**src/rtl/ser_pkg.sv**
```systemverilog
// Shared types and default sizing for the bit serializer.
package ser_pkg;

    // Serializer FSM encoding
    typedef enum logic {
        IDLE  = 1'b0,
        SHIFT = 1'b1
    } state_t;

    localparam int DEF_DATA_W     = 8;
    localparam int DEF_FIFO_DEPTH = 4;

endpackage

```
**src/rtl/bit_serializer_if.sv**
```systemverilog
// Parallel word input and serial bit output bundle of the serializer.
interface bit_serializer_if #(
    parameter int DATA_W = 8
);
    logic [DATA_W-1:0] din;
    logic              din_valid;
    logic              din_ready;
    logic              ser_en;
    logic              ser_out;
    logic              ser_valid;
    logic              ser_last;
    logic              busy;

    // Upstream/downstream side that drives words and consumes bits
    modport master (
        output din, din_valid, ser_en,
        input  din_ready, ser_out, ser_valid, ser_last, busy
    );

    // Serializer side
    modport slave (
        input  din, din_valid, ser_en,
        output din_ready, ser_out, ser_valid, ser_last, busy
    );
endinterface

```
**src/rtl/ser_fifo.sv**
```systemverilog
// Small word FIFO with a head-of-queue read port; pointers wrap naturally
// because the depth is a power of two.
module ser_fifo #(
    parameter int DATA_W = 8,
    parameter int DEPTH  = 4,
    localparam int PW    = $clog2(DEPTH),
    localparam int CW    = $clog2(DEPTH) + 1
) (
    input  logic              clk,
    input  logic              rst,
    input  logic              push_i,
    input  logic [DATA_W-1:0] data_i,
    input  logic              pop_i,
    output logic [DATA_W-1:0] data_o,
    output logic              full_o,
    output logic              empty_o,
    output logic [CW-1:0]     count_o
);
    logic [DATA_W-1:0] mem_q [DEPTH];
    logic [PW-1:0]     wr_ptr_q, rd_ptr_q;
    logic [CW-1:0]     count_q;
    logic              push_ok, pop_ok;

    assign full_o  = (count_q == CW'(DEPTH));
    assign empty_o = (count_q == '0);
    assign count_o = count_q;
    assign data_o  = mem_q[rd_ptr_q];

    assign push_ok = push_i && !full_o;
    assign pop_ok  = pop_i && !empty_o;

    // Storage array; contents are don't-care while empty so no reset
    always_ff @(posedge clk) begin
        if (push_ok) mem_q[wr_ptr_q] <= data_i;
    end

    // Pointer and occupancy tracking; push+pop together leaves count alone
    always_ff @(posedge clk or posedge rst) begin
        if (rst) begin
            wr_ptr_q <= '0;
            rd_ptr_q <= '0;
            count_q  <= '0;
        end else begin
            if (push_ok) wr_ptr_q <= wr_ptr_q + 1'b1;
            if (pop_ok)  rd_ptr_q <= rd_ptr_q + 1'b1;
            case ({push_ok, pop_ok})
                2'b10:   count_q <= count_q + 1'b1;
                2'b01:   count_q <= count_q - 1'b1;
                default: count_q <= count_q;
            endcase
        end
    end
endmodule

```
**src/rtl/bit_serializer.sv**
```systemverilog
// Buffers parallel words in a FIFO and shifts them out one bit per ser_en
// edge, chaining words back-to-back with no idle gap.
module bit_serializer
    import ser_pkg::*;
#(
    parameter int DATA_W     = DEF_DATA_W,
    parameter int FIFO_DEPTH = DEF_FIFO_DEPTH,
    parameter bit MSB_FIRST  = 1'b1
) (
    input  logic              clk,
    input  logic              rst,
    bit_serializer_if.slave   bus
);
    localparam int CNT_W = $clog2(DATA_W);
    localparam int FCW   = $clog2(FIFO_DEPTH) + 1;

    state_t            state_q, state_d;
    logic [DATA_W-1:0] shreg_q, shreg_d;
    logic [CNT_W-1:0]  cnt_q, cnt_d;
    logic [CNT_W-1:0]  bit_idx;

    logic [DATA_W-1:0] fifo_dout;
    logic              fifo_full, fifo_empty;
    logic [FCW-1:0]    fifo_count;
    logic              push_w, pop_w;
    logic              shifting, at_last;

    ser_fifo #(
        .DATA_W (DATA_W),
        .DEPTH  (FIFO_DEPTH)
    ) u_fifo (
        .clk     (clk),
        .rst     (rst),
        .push_i  (push_w),
        .data_i  (bus.din),
        .pop_i   (pop_w),
        .data_o  (fifo_dout),
        .full_o  (fifo_full),
        .empty_o (fifo_empty),
        .count_o (fifo_count)
    );

    // Ready comes only from the registered count, so a same-cycle pop
    // never opens the door for a push into a full FIFO.
    assign bus.din_ready = (fifo_count < FCW'(FIFO_DEPTH));
    assign push_w        = bus.din_valid && !fifo_full;

    assign shifting = (state_q == SHIFT);
    assign at_last  = (cnt_q == CNT_W'(DATA_W - 1));
    assign bit_idx  = MSB_FIRST ? (CNT_W'(DATA_W - 1) - cnt_q) : cnt_q;

    assign bus.ser_valid = shifting;
    assign bus.ser_last  = shifting && at_last;
    assign bus.ser_out   = shifting && shreg_q[bit_idx];
    assign bus.busy      = shifting || !fifo_empty;

    // FSM, shifter and bit counter state
    always_ff @(posedge clk or posedge rst) begin
        if (rst) begin
            state_q <= IDLE;
            shreg_q <= '0;
            cnt_q   <= '0;
        end else begin
            state_q <= state_d;
            shreg_q <= shreg_d;
            cnt_q   <= cnt_d;
        end
    end

    // Next-state: load from FIFO head when idle or at the consumed last bit
    always_comb begin
        state_d = state_q;
        shreg_d = shreg_q;
        cnt_d   = cnt_q;
        pop_w   = 1'b0;
        case (state_q)
            IDLE: begin
                if (!fifo_empty) begin
                    pop_w   = 1'b1;
                    shreg_d = fifo_dout;
                    cnt_d   = '0;
                    state_d = SHIFT;
                end
            end
            SHIFT: begin
                if (bus.ser_en) begin
                    if (at_last) begin
                        cnt_d = '0;
                        if (!fifo_empty) begin
                            pop_w   = 1'b1;
                            shreg_d = fifo_dout;
                        end else begin
                            state_d = IDLE;
                        end
                    end else begin
                        cnt_d = cnt_q + 1'b1;
                    end
                end
            end
            default: state_d = IDLE;
        endcase
    end
endmodule
```
**src/flat_wrapper.sv**
```systemverilog
// flat-port wrapper written by rule: the top's interface ports become plain ports
module bit_serializer_flat import ser_pkg::*;
#(
    parameter int DATA_W     = DEF_DATA_W,
    parameter int FIFO_DEPTH = DEF_FIFO_DEPTH,
    parameter bit MSB_FIRST  = 1'b1
)
  (clk, rst, bus_din, bus_din_valid, bus_ser_en, bus_din_ready, bus_ser_out, bus_ser_valid, bus_ser_last, bus_busy);
  bit_serializer_if #(.DATA_W(DATA_W)) bus_i ();
  input  logic clk;
  input  logic rst;
  input wire logic [$bits(bus_i.din)-1:0] bus_din;
  input wire logic [$bits(bus_i.din_valid)-1:0] bus_din_valid;
  input wire logic [$bits(bus_i.ser_en)-1:0] bus_ser_en;
  output wire logic [$bits(bus_i.din_ready)-1:0] bus_din_ready;
  output wire logic [$bits(bus_i.ser_out)-1:0] bus_ser_out;
  output wire logic [$bits(bus_i.ser_valid)-1:0] bus_ser_valid;
  output wire logic [$bits(bus_i.ser_last)-1:0] bus_ser_last;
  output wire logic [$bits(bus_i.busy)-1:0] bus_busy;
  assign bus_i.din = bus_din;
  assign bus_i.din_valid = bus_din_valid;
  assign bus_i.ser_en = bus_ser_en;
  assign bus_din_ready = bus_i.din_ready;
  assign bus_ser_out = bus_i.ser_out;
  assign bus_ser_valid = bus_i.ser_valid;
  assign bus_ser_last = bus_i.ser_last;
  assign bus_busy = bus_i.busy;
  bit_serializer #(.DATA_W(DATA_W), .FIFO_DEPTH(FIFO_DEPTH), .MSB_FIRST(MSB_FIRST)) u_core (.clk(clk), .rst(rst), .bus(bus_i));
endmodule
```
**config.mk**
```make
export PLATFORM = sky130hd
export DESIGN_NAME = bit_serializer_flat
export DESIGN_NICKNAME = d
export VERILOG_FILES = /design/src/rtl/ser_pkg.sv /design/src/rtl/bit_serializer_if.sv /design/src/rtl/ser_fifo.sv /design/src/rtl/bit_serializer.sv /design/src/flat_wrapper.sv
export SDC_FILE = /design/constraint.sdc
export NUM_CORES = 1
export LEC_CHECK = 0
export ABC_CLOCK_PERIOD_IN_PS = 4300
export BUFFER_PORTS_ARGS = -buffer_cell sky130_fd_sc_hd__buf_2
export CELL_PAD_IN_SITES_DETAIL_PLACEMENT = 0
export CELL_PAD_IN_SITES_GLOBAL_PLACEMENT = 2
export CORE_MARGIN = 5
export CORE_UTILIZATION = 47
export CTS_CLUSTER_DIAMETER = 30
export DETAILED_ROUTE_END_ITERATION = 16
export GPL_TIMING_DRIVEN = 0
export PLACE_DENSITY = 0.88
export SETUP_SLACK_MARGIN = 0.4
export SLEW_MARGIN = 40
export SYNTH_ARGS = -nofsm -noshare
export SYNTH_HDL_FRONTEND = slang
export SYNTH_HIERARCHICAL = 1
export SYNTH_SLANG_ARGS = --single-unit
```
**constraint.sdc**
```tcl
create_clock -name clk -period 4.3 [get_ports clk]
set_input_delay 0.645 -clock clk [delete_from_list [all_inputs] [get_ports clk]]
set_output_delay 0.645 -clock clk [all_outputs]
set_load 0.02 [all_outputs]
```
# Word level (Yosys, flattened, before mapping)
# Memory sizes are Yosys's and may differ from the RTL's.
# Cells that the tools add are included.
dict set report word_totals {
  register_bits 19
  ram_bits 32
  input_bits 12
  out_inout_bits 5
  wordCells 55
  n_memories 1
}
dict set report classes {
  addsub 6
  n_lt_le_gt_ge 2
  n_eq_ne 7
  mux 20
  bitwise_logic 1
  reduce_logical 12
}
# name depth word_bits rd rd_clocked_by_memory_dff write_ports line_no
set memory_table {}
lappend memory_table {u_core.u_fifo.mem_q 4 8 1 0 1 ser_fifo.sv:19} ;# logic [DATA_W-1:0] mem_q [DEPTH];
# operator n
set ops {}
lappend ops {{8-bit 2-to-1 mux} 3}
lappend ops {{8-bit one-hot mux with 2 select lines} 1}
lappend ops {{3-bit one-hot mux with 2 select lines} 2}
lappend ops {{3-bit 2-to-1 mux} 3}
lappend ops {{1-bit 2-to-1 mux} 8}
lappend ops {{3-bit by 1-bit adder with 3-bit output, second input constant} 2}
lappend ops {{3-bit equality test, second input constant} 2}
lappend ops {{2-bit != test, second input constant} 3}
lappend ops {{1-bit logical AND} 5}
lappend ops {{2-bit by 1-bit adder with 2-bit output, second input constant} 2}
lappend ops {{3-bit by 4-bit < comparator with 1-bit output, second input constant} 1}
lappend ops {{1-bit one-hot mux with 2 select lines} 2}
lappend ops {{2-bit AND reduction} 2}
lappend ops {{1-bit binary-select mux with 3-bit select} 1}
lappend ops {{3-bit logical NOT} 1}
lappend ops {{3-bit < comparator, second input constant} 1}
lappend ops {{3-bit by 1-bit subtractor with 3-bit output, second input constant} 1}
lappend ops {{3-bit subtractor, first input constant} 1}
lappend ops {{2-bit by 1-bit equality test with 1-bit output, second input constant} 1}
lappend ops {{2-bit equality test, second input constant} 1}
lappend ops {{1-bit logical NOT} 2}
lappend ops {{2-bit nonzero test} 1}
lappend ops {{1-bit logical OR} 1}
lappend ops {{1-bit inverter} 1}

# Depth between registers and ports, before layout
dict set report depth {
  depth_word 8
  ltp_mapped 11
  mapped_depth_nobuf 11
}

# Cells and area by module
# Netlist, hierarchy kept.
# mod instances cells_per_inst area_per_inst_um2 seq_area_each_um2
set by_module_without_submodules {}
lappend by_module_without_submodules {ser_fifo 1 80 1596.5 1136.1}
lappend by_module_without_submodules {bit_serializer 1 55 640.6 300.3}

# Worst setup path before layout
# No wires, ideal clock.
dict set report synth_path {
  kind {flip-flop to flip-flop}
  from {register u_core.cnt_q[1]}
  to {register u_core.u_fifo.count_q[2] (netlist: u_core/u_fifo/count_o[2])}
  setup_ps 79
  t_arrival_ps 2071
  required_ps 4221
  path_slack_ps 2149
  stages_incl_launch_ff 12
  n_path_buf 0
  synth_period_minus_slack_ps 2151
  path_cell_list {dfrtp_1 ha_1 ha_1 nand2_1 a21oi_1 o31a_2 ha_1 inv_1 fa_1 xor2_1 nor2_1 xor2_1}
}
dict set report synth_between {
  elab_chain_len 7
  elab_cells_between_ends 9
  cone_classes {eq/ne: 3; mux: 4; reduce/logical: 2}
}
# element line_no
set synth_rtl {}
lappend synth_rtl {{start: declaration} bit_serializer.sv:19} ;# logic [CNT_W-1:0] cnt_q, cnt_d;
lappend synth_rtl {{start signal: assignment} bit_serializer.sv:66} ;# cnt_q <= cnt_d;
lappend synth_rtl {{3-bit equality test (*)} bit_serializer.sv:49} ;# assign at_last = (cnt_q == CNT_W'(DATA_W - 1));
lappend synth_rtl {{1-bit 2-to-1 mux (*)} bit_serializer.sv:87} ;# if (at_last) begin
lappend synth_rtl {{1-bit 2-to-1 mux (*)} bit_serializer.sv:86} ;# if (bus.ser_en) begin
lappend synth_rtl {{1-bit one-hot mux with 2 select lines (*)} bit_serializer.sv:76} ;# case (state_q)
lappend synth_rtl {{net u_core.pop_w} bit_serializer.sv:25} ;# logic push_w, pop_w;
lappend synth_rtl {{1-bit logical AND (*)} ser_fifo.sv:30} ;# assign pop_ok = pop_i && !empty_o;
lappend synth_rtl {{net u_core.u_fifo.pop_ok} ser_fifo.sv:22} ;# logic push_ok, pop_ok;
lappend synth_rtl {{2-bit by 1-bit equality test with 1-bit output / 2-bit equality test (equally long branches)} ser_fifo.sv:46} ;# case ({push_ok, pop_ok})
lappend synth_rtl {{3-bit one-hot mux with 2 select lines / 2-bit nonzero test (equally long branches)} --}
lappend synth_rtl {{end signal: assignment} ser_fifo.sv:47} ;# 2'b10: count_q <= count_q + 1'b1;
lappend synth_rtl {{end signal: assignment} ser_fifo.sv:48} ;# 2'b01: count_q <= count_q - 1'b1;
lappend synth_rtl {{end signal: assignment} ser_fifo.sv:49} ;# default: count_q <= count_q;
lappend synth_rtl {{end: declaration} ser_fifo.sv:21} ;# logic [CW-1:0] count_q;
# Mark *: on every way through the listed nets, which the timed path passes. The rest lies on a longest branch.
# A chain may end at the register's enable or synchronous reset.

# Final worst setup path
dict set report layout_path {
  from {register u_core.u_fifo.count_q[0] (netlist: u_core/u_fifo/count_o[0])}
  to {output bus_busy}
}
dict set report layout_between {
  elab_chain_len 3
}
# element line_no
set layout_rtl {}
lappend layout_rtl {{3-bit logical NOT} ser_fifo.sv:25} ;# assign empty_o = (count_q == '0);
lappend layout_rtl {{net u_core.fifo_empty} bit_serializer.sv:23} ;# logic fifo_full, fifo_empty;
lappend layout_rtl {{1-bit logical NOT} bit_serializer.sv:55} ;# assign bus.busy = shifting || !fifo_empty;
lappend layout_rtl {{1-bit logical OR} bit_serializer.sv:55}
lappend layout_rtl {{end: declaration} flat_wrapper.sv:19} ;# output wire logic [$bits(bus_i.busy)-1:0] bus_busy;
# The timed path passes the listed nets, and every way through them passes these cells.

==> results by group <==
Setup path
  • CP Buf/Inv Count: 2
  • Crit path launch: u_core/u_fifo/count_o[0]$_DFFE_PP0P_
  • Worst path slowest cell: nor3_1
  • R2R Path End: u_core/u_fifo/count_o[2]$_DFFE_PP0P_
  • Setup crit end: bus_busy
  • R2r worst-path depth: 11
  • CP Cell Sequence: nor3_1 -> nor2b_1 -> inv_1 -> buf_2
  • CP max FO: 5
  • R2R Path Start: u_core/cnt_q[1]$_DFFE_PP0P_
  • CP Capture Type: primary output
  • Reg2reg setup slack: 1.86 ns
  • CP startpoint kind: flop
  • Crit path DAT: 1.86 ns
  • Max stage delay on crit path: 0.62 ns
  • Largest delay share family, worst path: simple AND/OR/NAND/NOR gates
  • Crit path depth: 4
  • CP required: 3.65 ns
  • Setup CP Type: flop to primary output

Global route
  • Initial antenna violation count: 0
  • GR Layer Usage met1: 0.1476
  • Grt total ovfl: 0
  • First-pass GRT wire length: 5796 um
  • Vias in the first global route: 1,223
  • GR Util met3: 0.03515
  • GRT Total Usage: 0.1217
  • Largest net degree at the start of global routing: 17
  • Met2 GRT Util: 0.2079
  • GR peak layer: met2

Clock network
  • Root buffer cell: clkbuf_8
  • Hold buffers post-CTS: 0
  • Clock latency on the worst-skew pair: 0.30 ns
  • # H-tree levels: 2
  • Clk slew on worst S/H paths: 0.09 ns
  • CTS buffer count: 5
  • CTS tree: yes
  • # clock sinks: 51
  • Max clock buf depth: 2
  • Post-CTS Setup Bufs: 0
  • Post-cts resize count: 0

STA
  • Final Skew: 0.004307 ns
  • Worst-Margin Slew: 0.6945 ns
  • RSZ-0062 raised after global routing: no
  • Period utilization: 0.5831
  • Slew Limit Fails: 0
  • Max Clock Freq: 0.3989 GHz
  • Final hold vios: 0
  • Min Tclk post-route: 2.507 ns
  • Setup violations, final: 0
  • Slew headroom: 0.5334
  • Total negative slack: 0 ns

Power and ir drop
  • Net load switching power: 471.0 uW
  • Internal Pwr Total: 1.099 mW
  • Power per cell area: 628.9 nW/um^2
  • Static leakage: 1.002 nW
  • Sw frac: 0.3000
  • Clk network pwr share: 0.205
  • Worst VDD drop: 0.0003201 V
  • Flop pwr share: 0.482
  • Pwr Total: 1.570 mW
  • Combinational power share: 0.313

Synth
  • Syn Nets: 156
  • Mapped Area: 2237 sq um
  • Post-Syn Instances: 135
  • Unique masters post-synth: 34
  • Syn_area_per_cell: 16.57 sq um
  • Seq cells post-synth: 51
  • Seq/Total Area, Yosys: 0.6421
  • Yosys warns: 6

Route
  • Final WL: 3377 um
  • DR vias: 1,120
  • WL/cell: 15.85 um
  • Vias per cell: 5.258
  • Pre-antenna DRT Iters: 4
  • Iter 0 DRT Violations: 61
  • DRC violations left: 0
  • Remaining antenna violation count after routing: 0

Final layout
  • Share of cells above drive strength 1: 0.3333
  • Total Nets Final: 179
  • ANT cells: 0
  • Most frequent cells in the layout: 32 x edfxtp_1, 19 x dfrtp_1, 18 x buf_2
  • FILL cells: 364
  • P&R area growth vs syn: 11.58%
  • Most common cell after layout, fill and taps aside: edfxtp_1

Floorplan
  • Die H: 78.99 um
  • # IOs: 17
  • Initial Util: 0.4800
  • Die area: 6239 sq um
  • Die width: 78.99 um
  • Core ar.: 4661 sq um
  • FP Rows: 25

Place
  • IO buf count: 16
  • Dpl hpwl: 2506 um
  • GPL Wtd Cong: 0.7221

Flow run
  • Max-cap violations: 0

Run status
  • Status: complete, no violations

Worst hold path
  • HP Class: input pin to async pin
[registers in the layout (all words and copies together) (netlist names)]
name and count:
u_core/bus.ser_valid 1, u_core/u_fifo/count_o 3, u_core/u_fifo/wr_ptr_q 2, u_core/shreg_q 8
u_core/cnt_q 3, u_core/u_fifo/rd_ptr_q 2, u_core/u_fifo/mem_q 32
[logic make-up (layout without fill, tap and decap cells)]
kind of cell | after synthesis | in the layout | synth area share
buffers and inverters | 15 | 39 | 0.02628
adders and majority gates | 9 | 9 | 0.05369
and+or+nand+nor | 23 | 23 | 0.06712
xor gates and xnor gates | 6 | 6 | 0.02349
muxes | 21 | 21 | 0.1532
DFF | 51 | 51 | 0.6421
AOI/OAI and AO/OA | 10 | 10 | 0.03412
[cells in the mapped netlist, drive strengths merged]
| master | count | area, sq um |
|---|---|---|
| o31ai | 1 | 7.510 |
| nor3b | 1 | 18.77 |
| a21oi | 3 | 26.28 |
| and2b | 1 | 7.510 |
| or2b | 1 | 7.510 |
| o21ai | 3 | 15.01 |
| buf | 2 | 10.01 |
| nand2 | 7 | 28.78 |
| nor2b | 3 | 26.27 |
| xnor2 | 3 | 26.28 |
| nand3b | 1 | 7.510 |
| and2 | 5 | 36.29 |
| nor2 | 2 | 7.510 |
| xor2 | 3 | 26.28 |
| dfrtp | 19 | 475.5 |
| a31o | 1 | 8.760 |
| mux2 | 10 | 116.4 |
| clkbuf | 1 | 3.750 |
| mux2i | 2 | 20.02 |
| nand3 | 1 | 5.000 |
| nor3 | 1 | 5.000 |
| o31a | 1 | 10.01 |
| inv | 12 | 45.04 |
| ha | 8 | 100.1 |
| a311oi | 1 | 8.760 |
| edfxtp | 32 | 960.9 |
| mux4 | 9 | 206.5 |
| fa | 1 | 20.02 |
[layout make-up]
cell class	count	area, sq um	area share
Buffer	3	13.76	0.005514
Inverter	12	45.04	0.01805
Sequential cell	51	1436	0.5754
Clock buffer	5	68.82	0.02757
Timing Repair Buffer	16	80.08	0.03208
Clock inverter	3	42.54	0.01704
Multi-Input combinational cell	69	742.0	0.2972
Tap cell	54	67.56	0.02707
[how the worst min path moves through the flow]
stage / start / end
global route: rst / u_core/u_fifo/rd_ptr_q[1]$_DFFE_PP0P_
CTS: rst / u_core/u_fifo/count_o[0]$_DFFE_PP0P_
global placement: u_core/shreg_q[5]$_DFFE_PP0P_ / u_core/shreg_q[5]$_DFFE_PP0P_
floorplan: rst / u_core/u_fifo/count_o[0]$_DFFE_PP0P_
detailed placement: u_core/shreg_q[5]$_DFFE_PP0P_ / u_core/shreg_q[5]$_DFFE_PP0P_
finish: rst / u_core/u_fifo/count_o[0]$_DFFE_PP0P_
[routing by layer]
metal | routed length (um) | share of wire
met1 | 1420 | 0.42
met2 | 1737 | 0.51
met3 | 182 | 0.054
met4 | 36 | 0.011
met5 | 0 | 0
[power by group through the flow]
| stage | Sequential (mW) | Clock (mW) | Combinational (mW) |
|---|---|---|---|
| 5_1_grt | 0.775 | 0.353 | 0.540 |
| 2_1_floorplan | 0.743 | 0 | 0.394 |
| 3_3_place_gp | 0.758 | 0 | 0.476 |
| 6_report | 0.757 | 0.322 | 0.491 |
| 3_5_place_dp | 0.770 | 0 | 0.498 |
| 4_1_cts | 0.759 | 0.332 | 0.501 |
[metrics by stage]
step | hold slack (ns) | worst slack [ns] | util | cell area [sq um] | instances
global route | 0.3050 | 1.659 | 0.5356 | 2496 | 213
detailed placement | 0.4931 | 1.838 | 0.5117 | 2385 | 205
global placement | 0.4873 | 1.962 | 0.5117 | 2385 | 205
floorplan | 0.4484 | 2.149 | - | 2237 | 135
finish | 0.2766 | 1.793 | 0.5356 | 2496 | 213
CTS | 0.2777 | 1.777 | 0.5356 | 2496 | 213
No activity file was read; power rests on OpenSTA's default activity.
